### src/rtl/booth_mul_arbiter_pkg.sv
// Shared defaults and types for the Booth-multiplier sharing arbiter and its multiplier.
package booth_mul_pkg;

    localparam int N_DEF       = 8;
    localparam int NREQ_DEF    = 4;
    localparam int MUL_LAT_DEF = 2;
    localparam int ID_W        = $clog2(NREQ_DEF);

    typedef struct packed {
        logic            valid;
        logic [ID_W-1:0] id;
    } tag_t;

endpackage

### src/rtl/booth_mul_arbiter_if.sv
// Request/response and multiplier-side bus of the shared Booth multiplier arbiter.
interface booth_mul_arbiter_if
    import booth_mul_pkg::*;
#(
    parameter int N    = N_DEF,
    parameter int NREQ = NREQ_DEF
);

    logic [NREQ-1:0]          req_valid;
    logic [NREQ-1:0]          req_ready;
    logic [NREQ*N-1:0]        req_a;
    logic [NREQ*N-1:0]        req_b;
    logic signed [N-1:0]      mul_a;
    logic signed [N-1:0]      mul_b;
    logic signed [2*N-1:0]    mul_prod;
    logic [NREQ-1:0]          rsp_valid;
    logic signed [2*N-1:0]    rsp_prod;
    logic                     idle;

    modport slave (
        input  req_valid, req_a, req_b, mul_prod,
        output req_ready, mul_a, mul_b, rsp_valid, rsp_prod, idle
    );

    modport master (
        output req_valid, req_a, req_b, mul_prod,
        input  req_ready, mul_a, mul_b, rsp_valid, rsp_prod, idle
    );

endinterface

### src/rtl/booth_mul_arbiter_rr_arbiter.sv
// Combinational round-robin picker: lowest requesting index at or after ptr, wrapping.
module rr_arbiter #(
    parameter int NREQ = 4
) (
    input  logic [NREQ-1:0]         req_i,
    input  logic [$clog2(NREQ)-1:0] ptr_i,
    output logic [NREQ-1:0]         gnt_o,
    output logic [$clog2(NREQ)-1:0] gnt_id_o
);

    localparam int IDW = $clog2(NREQ);

    int             idx;
    logic [IDW-1:0] sel;
    logic           found;

    always_comb begin
        gnt_o    = '0;
        gnt_id_o = '0;
        found    = 1'b0;
        idx      = 0;
        sel      = '0;
        for (int k = 0; k < NREQ; k++) begin
            idx = int'(ptr_i) + k;
            if (idx >= NREQ) idx = idx - NREQ;
            sel = IDW'(idx);
            if (!found && req_i[sel]) begin
                found    = 1'b1;
                gnt_o    = '0;
                gnt_o[sel] = 1'b1;
                gnt_id_o = sel;
            end
        end
    end

endmodule

### src/rtl/booth_mul_arbiter.sv
// Round-robin sharing of one pipelined Booth multiplier; a tag pipeline routes each product home.
module booth_mul_arbiter
    import booth_mul_pkg::*;
#(
    parameter int N       = N_DEF,
    parameter int NREQ    = NREQ_DEF,
    parameter int MUL_LAT = MUL_LAT_DEF
) (
    input  logic                clk,
    input  logic                rst,
    booth_mul_arbiter_if.slave  bus
);

    localparam int IDW = $clog2(NREQ);

    typedef struct packed {
        logic           valid;
        logic [IDW-1:0] id;
    } slot_t;

    logic [NREQ-1:0]       gnt;
    logic [IDW-1:0]        gnt_id;
    logic                  xfer;
    logic signed [N-1:0]   a_sel, b_sel;

    logic [IDW-1:0]        ptr_q, ptr_d;
    logic signed [N-1:0]   mul_a_q, mul_a_d;
    logic signed [N-1:0]   mul_b_q, mul_b_d;
    slot_t                 tag_q [MUL_LAT+1];
    slot_t                 tag_d [MUL_LAT+1];
    logic [NREQ-1:0]       rsp_valid_q, rsp_valid_d;
    logic signed [2*N-1:0] rsp_prod_q, rsp_prod_d;
    logic                  idle_c;

    rr_arbiter #(.NREQ(NREQ)) u_arb (
        .req_i    (bus.req_valid),
        .ptr_i    (ptr_q),
        .gnt_o    (gnt),
        .gnt_id_o (gnt_id)
    );

    // Grant is suppressed while reset is held so nothing handshakes into a clearing pipeline.
    assign xfer          = !rst && (|gnt);
    assign bus.req_ready = rst ? '0 : gnt;

    always_comb begin
        a_sel = '0;
        b_sel = '0;
        for (int i = 0; i < NREQ; i++) begin
            if (gnt[i]) begin
                a_sel = bus.req_a[i*N +: N];
                b_sel = bus.req_b[i*N +: N];
            end
        end
    end

    always_comb begin
        ptr_d   = ptr_q;
        mul_a_d = mul_a_q;
        mul_b_d = mul_b_q;
        tag_d[0] = '0;
        for (int k = 1; k <= MUL_LAT; k++) begin
            tag_d[k] = tag_q[k-1];
        end
        if (xfer) begin
            ptr_d    = (int'(gnt_id) == NREQ - 1) ? '0 : gnt_id + 1'b1;
            mul_a_d  = a_sel;
            mul_b_d  = b_sel;
            tag_d[0] = '{valid: 1'b1, id: gnt_id};
        end
        // The last tag stage lines up with the multiplier output.
        rsp_valid_d = '0;
        rsp_prod_d  = rsp_prod_q;
        if (tag_q[MUL_LAT].valid) begin
            rsp_valid_d = NREQ'(1) << tag_q[MUL_LAT].id;
            rsp_prod_d  = bus.mul_prod;
        end
    end

    always_ff @(posedge clk) begin
        if (rst) begin
            ptr_q       <= '0;
            mul_a_q     <= '0;
            mul_b_q     <= '0;
            rsp_valid_q <= '0;
            rsp_prod_q  <= '0;
            for (int k = 0; k <= MUL_LAT; k++) begin
                tag_q[k] <= '0;
            end
        end else begin
            ptr_q       <= ptr_d;
            mul_a_q     <= mul_a_d;
            mul_b_q     <= mul_b_d;
            rsp_valid_q <= rsp_valid_d;
            rsp_prod_q  <= rsp_prod_d;
            tag_q       <= tag_d;
        end
    end

    always_comb begin
        idle_c = (rsp_valid_q == '0);
        for (int k = 0; k <= MUL_LAT; k++) begin
            if (tag_q[k].valid) idle_c = 1'b0;
        end
    end

    assign bus.mul_a     = mul_a_q;
    assign bus.mul_b     = mul_b_q;
    assign bus.rsp_valid = rsp_valid_q;
    assign bus.rsp_prod  = rsp_prod_q;
    assign bus.idle      = idle_c;

endmodule

### src/flat_wrapper.sv
// flat-port wrapper written by rule: the top's interface ports become plain ports
module booth_mul_arbiter_flat import booth_mul_pkg::*;
#(
    parameter int N       = N_DEF,
    parameter int NREQ    = NREQ_DEF,
    parameter int MUL_LAT = MUL_LAT_DEF
)
  (clk, rst, bus_req_valid, bus_req_a, bus_req_b, bus_mul_prod, bus_req_ready, bus_mul_a, bus_mul_b, bus_rsp_valid, bus_rsp_prod, bus_idle);
  booth_mul_arbiter_if #(.N(N), .NREQ(NREQ)) bus_i ();
  input  logic clk;
  input  logic rst;
  input wire logic [$bits(bus_i.req_valid)-1:0] bus_req_valid;
  input wire logic [$bits(bus_i.req_a)-1:0] bus_req_a;
  input wire logic [$bits(bus_i.req_b)-1:0] bus_req_b;
  input wire logic [$bits(bus_i.mul_prod)-1:0] bus_mul_prod;
  output wire logic [$bits(bus_i.req_ready)-1:0] bus_req_ready;
  output wire logic [$bits(bus_i.mul_a)-1:0] bus_mul_a;
  output wire logic [$bits(bus_i.mul_b)-1:0] bus_mul_b;
  output wire logic [$bits(bus_i.rsp_valid)-1:0] bus_rsp_valid;
  output wire logic [$bits(bus_i.rsp_prod)-1:0] bus_rsp_prod;
  output wire logic [$bits(bus_i.idle)-1:0] bus_idle;
  assign bus_i.req_valid = bus_req_valid;
  assign bus_i.req_a = bus_req_a;
  assign bus_i.req_b = bus_req_b;
  assign bus_i.mul_prod = bus_mul_prod;
  assign bus_req_ready = bus_i.req_ready;
  assign bus_mul_a = bus_i.mul_a;
  assign bus_mul_b = bus_i.mul_b;
  assign bus_rsp_valid = bus_i.rsp_valid;
  assign bus_rsp_prod = bus_i.rsp_prod;
  assign bus_idle = bus_i.idle;
  booth_mul_arbiter #(.N(N), .NREQ(NREQ), .MUL_LAT(MUL_LAT)) u_core (.clk(clk), .rst(rst), .bus(bus_i));
endmodule
### config.mk
export PLATFORM = sky130hd
export DESIGN_NAME = booth_mul_arbiter_flat
export DESIGN_NICKNAME = d
export VERILOG_FILES = /design/src/rtl/booth_mul_arbiter_pkg.sv /design/src/rtl/booth_mul_arbiter_if.sv /design/src/rtl/booth_mul_arbiter_rr_arbiter.sv /design/src/rtl/booth_mul_arbiter.sv /design/src/flat_wrapper.sv
export SDC_FILE = /design/constraint.sdc
export NUM_CORES = 1
export LEC_CHECK = 0
export ABC_CLOCK_PERIOD_IN_PS = 3000
export CAP_MARGIN = 15
export CORE_MARGIN = 5
export CORE_UTILIZATION = 37
export DETAILED_ROUTE_END_ITERATION = 10
export PLACE_DENSITY_LB_ADDON = 0.12
export SLEW_MARGIN = 20
export SYNTH_ARGS = -nofsm -noshare
export SYNTH_HDL_FRONTEND = slang
export SYNTH_HIERARCHICAL = 1
export SYNTH_SLANG_ARGS = --single-unit
### constraint.sdc
create_clock -name clk -period 3 [get_ports clk]
set_input_delay 0.6 -clock clk [delete_from_list [all_inputs] [get_ports clk]]
set_output_delay 0.6 -clock clk [all_outputs]
set_load 0.03 [all_outputs]
==> metrics.cfg, run 1 <==
[pwr]
p_leak_nw = 1.85
peakVddDrop_mv = 0.422
pwr-share-seq_pct = 21.4
switching_share_pct = 39.7
clock_power_share_pct = 11.7
switchingPower_mw = 1.55
total_power_mw = 3.91
p_int_mw = 2.36
powerDensity_mw_per_mm2 = 898
comb_power_share_pct = 66.9

[finish]
fin_util_pct = 63.3
diodes = 0
area_growth_pct = 65.4
post_route_cells_drive_above_1_share_pct = 16.6
fin_nets = 505

[grt]
antenna_found_initial = 0
grt_usage_pct = 17.5
grt_use_met3_pct = 3.61
globalRouteOverflowTotal = 0
grt_use_met1_pct = 22.5
grt_pass1_wl_um = 12400
busiest_layer = met2
grt_pass1_vias = 2469
gr-usage-met2_pct = 30.6
grt_max_degree = 25

[floorplan]
floorplan.initialDensity_pct = 38.3
die_h_um = 94.3
ioPinCount = 127
die_width_um = 94.3
std_cell_rows = 30
core_mm2 = 0.00687
die-area_mm2 = 0.00889

[synthesis]
ys_ff_latch = 47
synthTopCellsByCount = dfxtp_1 (47), nor2_1 (27), mux2i_1 (20), and3b_1 (19), nand2b_1 (19)
synth.most_common_cell = dfxtp_1
synthAdderAreaFrac_pct = 2.38
synth_largest_area_cell = dfxtp_1
synth.cell_area_mm2 = 0.00263
synth-compound-area-share_pct = 22.6
async_flop_share_pct = 0
ys.warnings.count = 6
synth_edf_count = 0
ys.flop_type = dfxtp_1
postSynthNetCount = 363
yosys.area_share.simple_pct = 23.4
synth.area.top_cells = dfxtp_1 (36%), mux2i_1 (7.6%), and3b_1 (6.3%), a32o_1 (6.1%), a211o_1 (5.3%)
synth_top_family_by_area = simple AND/OR/NAND/NOR gates
synth.area.mux_share_pct = 9.75
postSynthAreaPerCell_um2 = 9.67
synth_cell_type_count = 40
ys_seq_area_share_pct = 35.8
synth_xor_area_share_pct = 0
syn_inst = 272
yosysTopAreaCellShare_pct = 35.8

[timing]
setup_viol_count_final = 0
hold_viol_final = 0
period_minus_slack_ns = 2.92
fin_crit_sh_pct = 97.4
fin_worst_skew_ns = 0.00796
tightest_slew_ns = 0.675
drv_slew = 0
maxSlewHeadroom_pct = 53.7
fmax_ghz = 0.342

[detailed_routing]
first_iter_violations = 71
routedWlPerCell_um = 16.3
wirelength_um = 8330
dr_total_vias = 2596
dr.pass1.iters = 4
drc = 0
antenna_left = 0
drt-vias-per-instance = 5.08

[placed_design]
port_buffers = 126
place_hpwl_um = 6210
place_congestion = 0.797

[clock_tree]
cts_root_buf = clkbuf_8
cts_tree = done
cts_buffer_depth = 2
clock_latency_ns = 0.29
holdBufCountCts = 0
cts.sinks = 47
htree_levels = 2
cts_buffers = 5
clk_pin_slew_worst_paths_ns = 0.09

[min_path]
hold_path.class = reg -> reg
min-delay-start = u_core/tag_d[0]

[setup_path]
crit_chain = inv_1 > ha_4 > mux4_2 > buf_4 > a221oi_2 > o2bb2ai_2 > nor2b_4 > buf_4
slowest_delay_ns = 0.39
start_kind = flop
crit_path_end_kind = primary output
crit_fanout = 5
crit_arrival_ns = 2.32
worst-setup-path-type = reg -> out
cpMostUsedCell = buf_4
startpoint = u_core/ptr_q[0]
timing.rr.start = u_core/ptr_q[0]
crit_required_ns = 2.40
critPathSlowestCell = mux4_2

[outcome]
status = finished clean

[run]
cap_violations = 0

flip-flops by register name, indices dropped and copies added (netlist names):
signal	flops
u_core/bus.mul_b	8
u_core/tag_q	3
u_core/bus.rsp_valid	4
u_core/tag_d	6
u_core/bus.mul_a	8
u_core/bus.rsp_prod	16
u_core/ptr_q	2
layout make-up:
type,count,area (um^2)
multi-input combinational,198,1640
sequential,47,945
clock inverter,3,43.8
clock buffer,5,68.8
tap,96,120
inverter,2,7.51
fill,610,2520
timing repair buffer,160,1530
power groups by stage:
stage	combinational, mW	sequential (mW)	clock, mW
finish	2.61	0.837	0.456
floorplan	1.53	1.03	0
CTS	2.51	0.838	0.474
global route	2.81	0.853	0.503
global placement	2.34	0.849	0
detailed placement	2.39	0.852	0
kinds of logic after synthesis:
family                     count (synthesis)
AOI/OAI and AO/OA                         73
adders and majority gates                  5
buffers and inverters                     27
DFF                                       47
muxes                                     23
and+or+nand+nor                           97
metrics by stage:
| stage | cells | TNS (ns) | area [um^2] | worst slack [ns] | hold WS [ns] |
|---|---|---|---|---|---|
| final | 511 | 0 | 4350 | 0.0775 | 0.449 |
| after detailed placement | 494 | -7.74 | 4090 | -0.394 | 0.428 |
| after floorplan | 272 | -0.0126 | 2700 | -0.0126 | 0.414 |
| after CTS | 507 | 0 | 4280 | 0.0485 | 0.454 |
| after global routing | 511 | -0.0854 | 4350 | -0.0238 | 0.465 |
| after global placement | 494 | -5.14 | 4090 | -0.292 | 0.427 |
worst max-delay path: cells and delay by family (launching register included):
kind	cells	cell delay (ns)
mux	1	0.39
buf+inv	3	0.47
compound gates	2	0.39
fa+ha+maj	1	0.29
flops	1	0.38
simple gates	1	0.12
path summary, 6_finish.rpt:
check,endpoint,slack (ns),cells past startpoint
max,bus_req_ready[1],0.08,8
min,u_core/tag_q[0],0.45,1
max reg2reg,u_core/bus.mul_b[0],0.10,11
min reg2reg,u_core/tag_q[0],0.45,1
per-layer routing:
layer	vias to the layer above	part of all wire, %
met2	73	49
li1	1291	-
met5	-	0
met4	0	0.56
met1	1230	44
met3	2	6.4
what timing repair did:
| action | in CTS | in global routing |
|---|---|---|
| buffers inserted | 5 | 4 |
| endpoints found under the setup margin | 21 | 22 |
| gates resized for setup | 11 | 7 |
| pin swaps | 4 | 2 |
layout by cell type, fill, tap and decap left out, types with 5 or more instances in the layout:
cell type        instances
clkbuf_8                 5
a32o_1                  16
nand2b_1                19
clkdlybuf4s50_1        118
a21oi_1                  6
buf_4                   33
dfxtp_1                 46
nor2b_1                  7
and3b_1                 19
mux2i_1                 20
a21o_1                  17
a211o_1                 16
nor2_1                  27
Power figures use the tool's default switching activity.
==> run 2, diff against run 1 <==
--- a/config.mk
+++ b/config.mk
@@ -6,7 +6,6 @@
 export NUM_CORES = 1
 export LEC_CHECK = 0
 export ABC_CLOCK_PERIOD_IN_PS = 3000
-export CAP_MARGIN = 15
 export CORE_MARGIN = 5
 export CORE_UTILIZATION = 37
 export DETAILED_ROUTE_END_ITERATION = 10
==> results of run 2 <==
Final layout, timing and power as in run 1 (identical DEF).
==> run 3, diff against run 2 <==
--- a/config.mk
+++ b/config.mk
@@ -9,7 +9,7 @@
 export CORE_MARGIN = 5
 export CORE_UTILIZATION = 37
 export DETAILED_ROUTE_END_ITERATION = 10
-export PLACE_DENSITY_LB_ADDON = 0.12
+export PLACE_DENSITY = 0.79
 export SLEW_MARGIN = 20
 export SYNTH_ARGS = -nofsm -noshare
 export SYNTH_HDL_FRONTEND = slang
==> run 3 against run 2 <==
Design area rose by 0.46%. Sequential share of layout area barely moved. Non-clock buffer count rose by 3. Worst hold slack got worse by 0.0083 ns. Setup slack improved by 0.014 ns. Critical path depth did not move. Utilization rose by 0.29 points. Critical path type is now in -> out. Highest routed layer unchanged.
==> metrics.cfg, run 3 (same netlist as run 1, synthesis figures left out) <==
[detailed_routing]
first_iter_violations = 104
dr_total_vias = 2646
routedWlPerCell_um = 16.8
drt-vias-per-instance = 5.16
wirelength_um = 8620
antenna_left = 0
dr.pass1.iters = 4
drc = 0

[grt]
globalRouteOverflowTotal = 0
antenna_found_initial = 0
grt_pass1_wl_um = 13300
grt_usage_pct = 18.7
grt_pass1_vias = 2648
grt_max_degree = 26

[floorplan]
die-area_mm2 = 0.00889
core_mm2 = 0.00687
die_h_um = 94.3
die_width_um = 94.3
std_cell_rows = 30
ioPinCount = 127
floorplan.initialDensity_pct = 38.3

[clock_tree]
cts_tree = done
cts.sinks = 47
cts_buffer_depth = 2
cts_buffers = 5
holdBufCountCts = 0
clk_pin_slew_worst_paths_ns = 0.07
clock_latency_ns = 0.30
cts_root_buf = clkbuf_8
htree_levels = 2

[timing]
period_minus_slack_ns = 2.91
drv_slew = 0
fmax_ghz = 0.344
rsz0062_at_grt = false
tightest_slew_ns = 0.567
hold_viol_final = 0
fin_worst_skew_ns = 0.0136
final.setup.tns_ns = 0
fin_crit_sh_pct = 97.0
setup_viol_count_final = 0
maxSlewHeadroom_pct = 62.1

[min_path]
hold_path.class = reg -> reg

[placed_design]
placed_area_mm2 = 0.00413
place_congestion = 0.865
place_hpwl_um = 6240
dp_cells = 496
port_buffers = 126

[finish]
finalNonFillerCells = 513
area_growth_pct = 66.1
post_route_cells_drive_above_1_share_pct = 16.8
diodes = 0
final_area_mm2 = 0.00437
largest_reg_flops = 16
fin_nets = 508
fin_util_pct = 63.6
layout_common_cells = clkdlybuf4s50_1 (118), dfxtp_1 (45), buf_4 (35)
fill_cells = 572
final_common_cell = clkdlybuf4s50_1

[setup_path]
worst-setup-path-type = in -> out
rrSetupSlack_ns = 0.23
crit_path_end_kind = primary output
start_kind = primary input
crit_fanout = 5
crit_arrival_ns = 2.31
timing.rr.start = u_core/ptr_q[1]
crit_required_ns = 2.40
cp-endpoint = bus_req_ready[2]
startpoint = bus_req_valid[0]
r2r_cells = 11
r2r-end = u_core/bus.mul_b[3]

[run]
cap_violations = 0

[outcome]
status = finished clean

[pwr]
total_power_mw = 3.97
peakVddDrop_mv = 0.321
p_leak_nw = 1.87
powerDensity_mw_per_mm2 = 909

==> run 3: cell count changes in the layout (fill, tap and decap cells not counted), moves of 2 or more <==
cell,delta
a221oi_1,+3
buf_12,+3
buf_6,-3
clkbuf_2,+3
dlygate4sd2_1,-3
a221oi_2,-2
buf_4,+2
o2bb2ai_1,+2
o2bb2ai_2,-2
==> run 3: where the power goes <==
| part | switching, mW | internal (mW) |
|---|---|---|
| combinational | 1.25 | 1.43 |
| clock | 0.212 | 0.244 |
| sequential | 0.0733 | 0.770 |
==> run 3: area by class of cell <==
cell class	instances	area, um^2	area share [%]
tap	96	120	2.75
sequential	47	948	21.7
clock inverter	2	37.5	0.859
timing repair buffer	163	1590	36.4
multi-input combinational	198	1600	36.5
inverter	2	7.51	0.172
clock buffer	5	68.8	1.58
==> run 3: critical path: stages <==
cell and delay, ns:
dlygate4sd2_1 0.25, mux4_2 0.54, nor2b_4 0.18, a221oi_2 0.08
o2bb2ai_2 0.23, buf_12 0.14, nor2b_4 0.13, buf_6 0.15
==> run 3: layer usage <==
metal  global-route usage, %  share of wire (%)
met4                    4.09                1.1
met5                       0                  0
met1                    21.7                 41
met2                    34.1                 50
met3                    5.29                8.7
==> run 3: through the flow <==
step	hold WS [ns]	setup slack (ns)
after CTS	0.446	0.0315
final	0.440	0.0912
after global routing	0.469	0.00165
after floorplan	0.414	-0.0126
after detailed placement	0.428	-0.465
after global placement	0.424	-0.393
==> run 3: what timing repair did <==
action / CTS / global route
resized for setup: 10 / 9
buffers inserted: 6 / 3
pin swaps: 3 / 1
endpoints found under the setup margin: 20 / 22
gates cloned: 1 / 0
==> run 3: worst min-delay path by stage <==
stage,start,endpoint,slack [ns],cells past startpoint
detailed placement,u_core/tag_d[1],u_core/tag_q[1],0.43,1
floorplan,u_core/tag_d[3],u_core/tag_d[0],0.41,1
global route,u_core/tag_q[1],u_core/bus.rsp_valid[1],0.47,1
CTS,u_core/tag_d[1],u_core/tag_q[1],0.45,1
global placement,u_core/tag_d[4],u_core/tag_d[1],0.42,1
finish,u_core/tag_d[0],u_core/tag_q[0],0.44,1
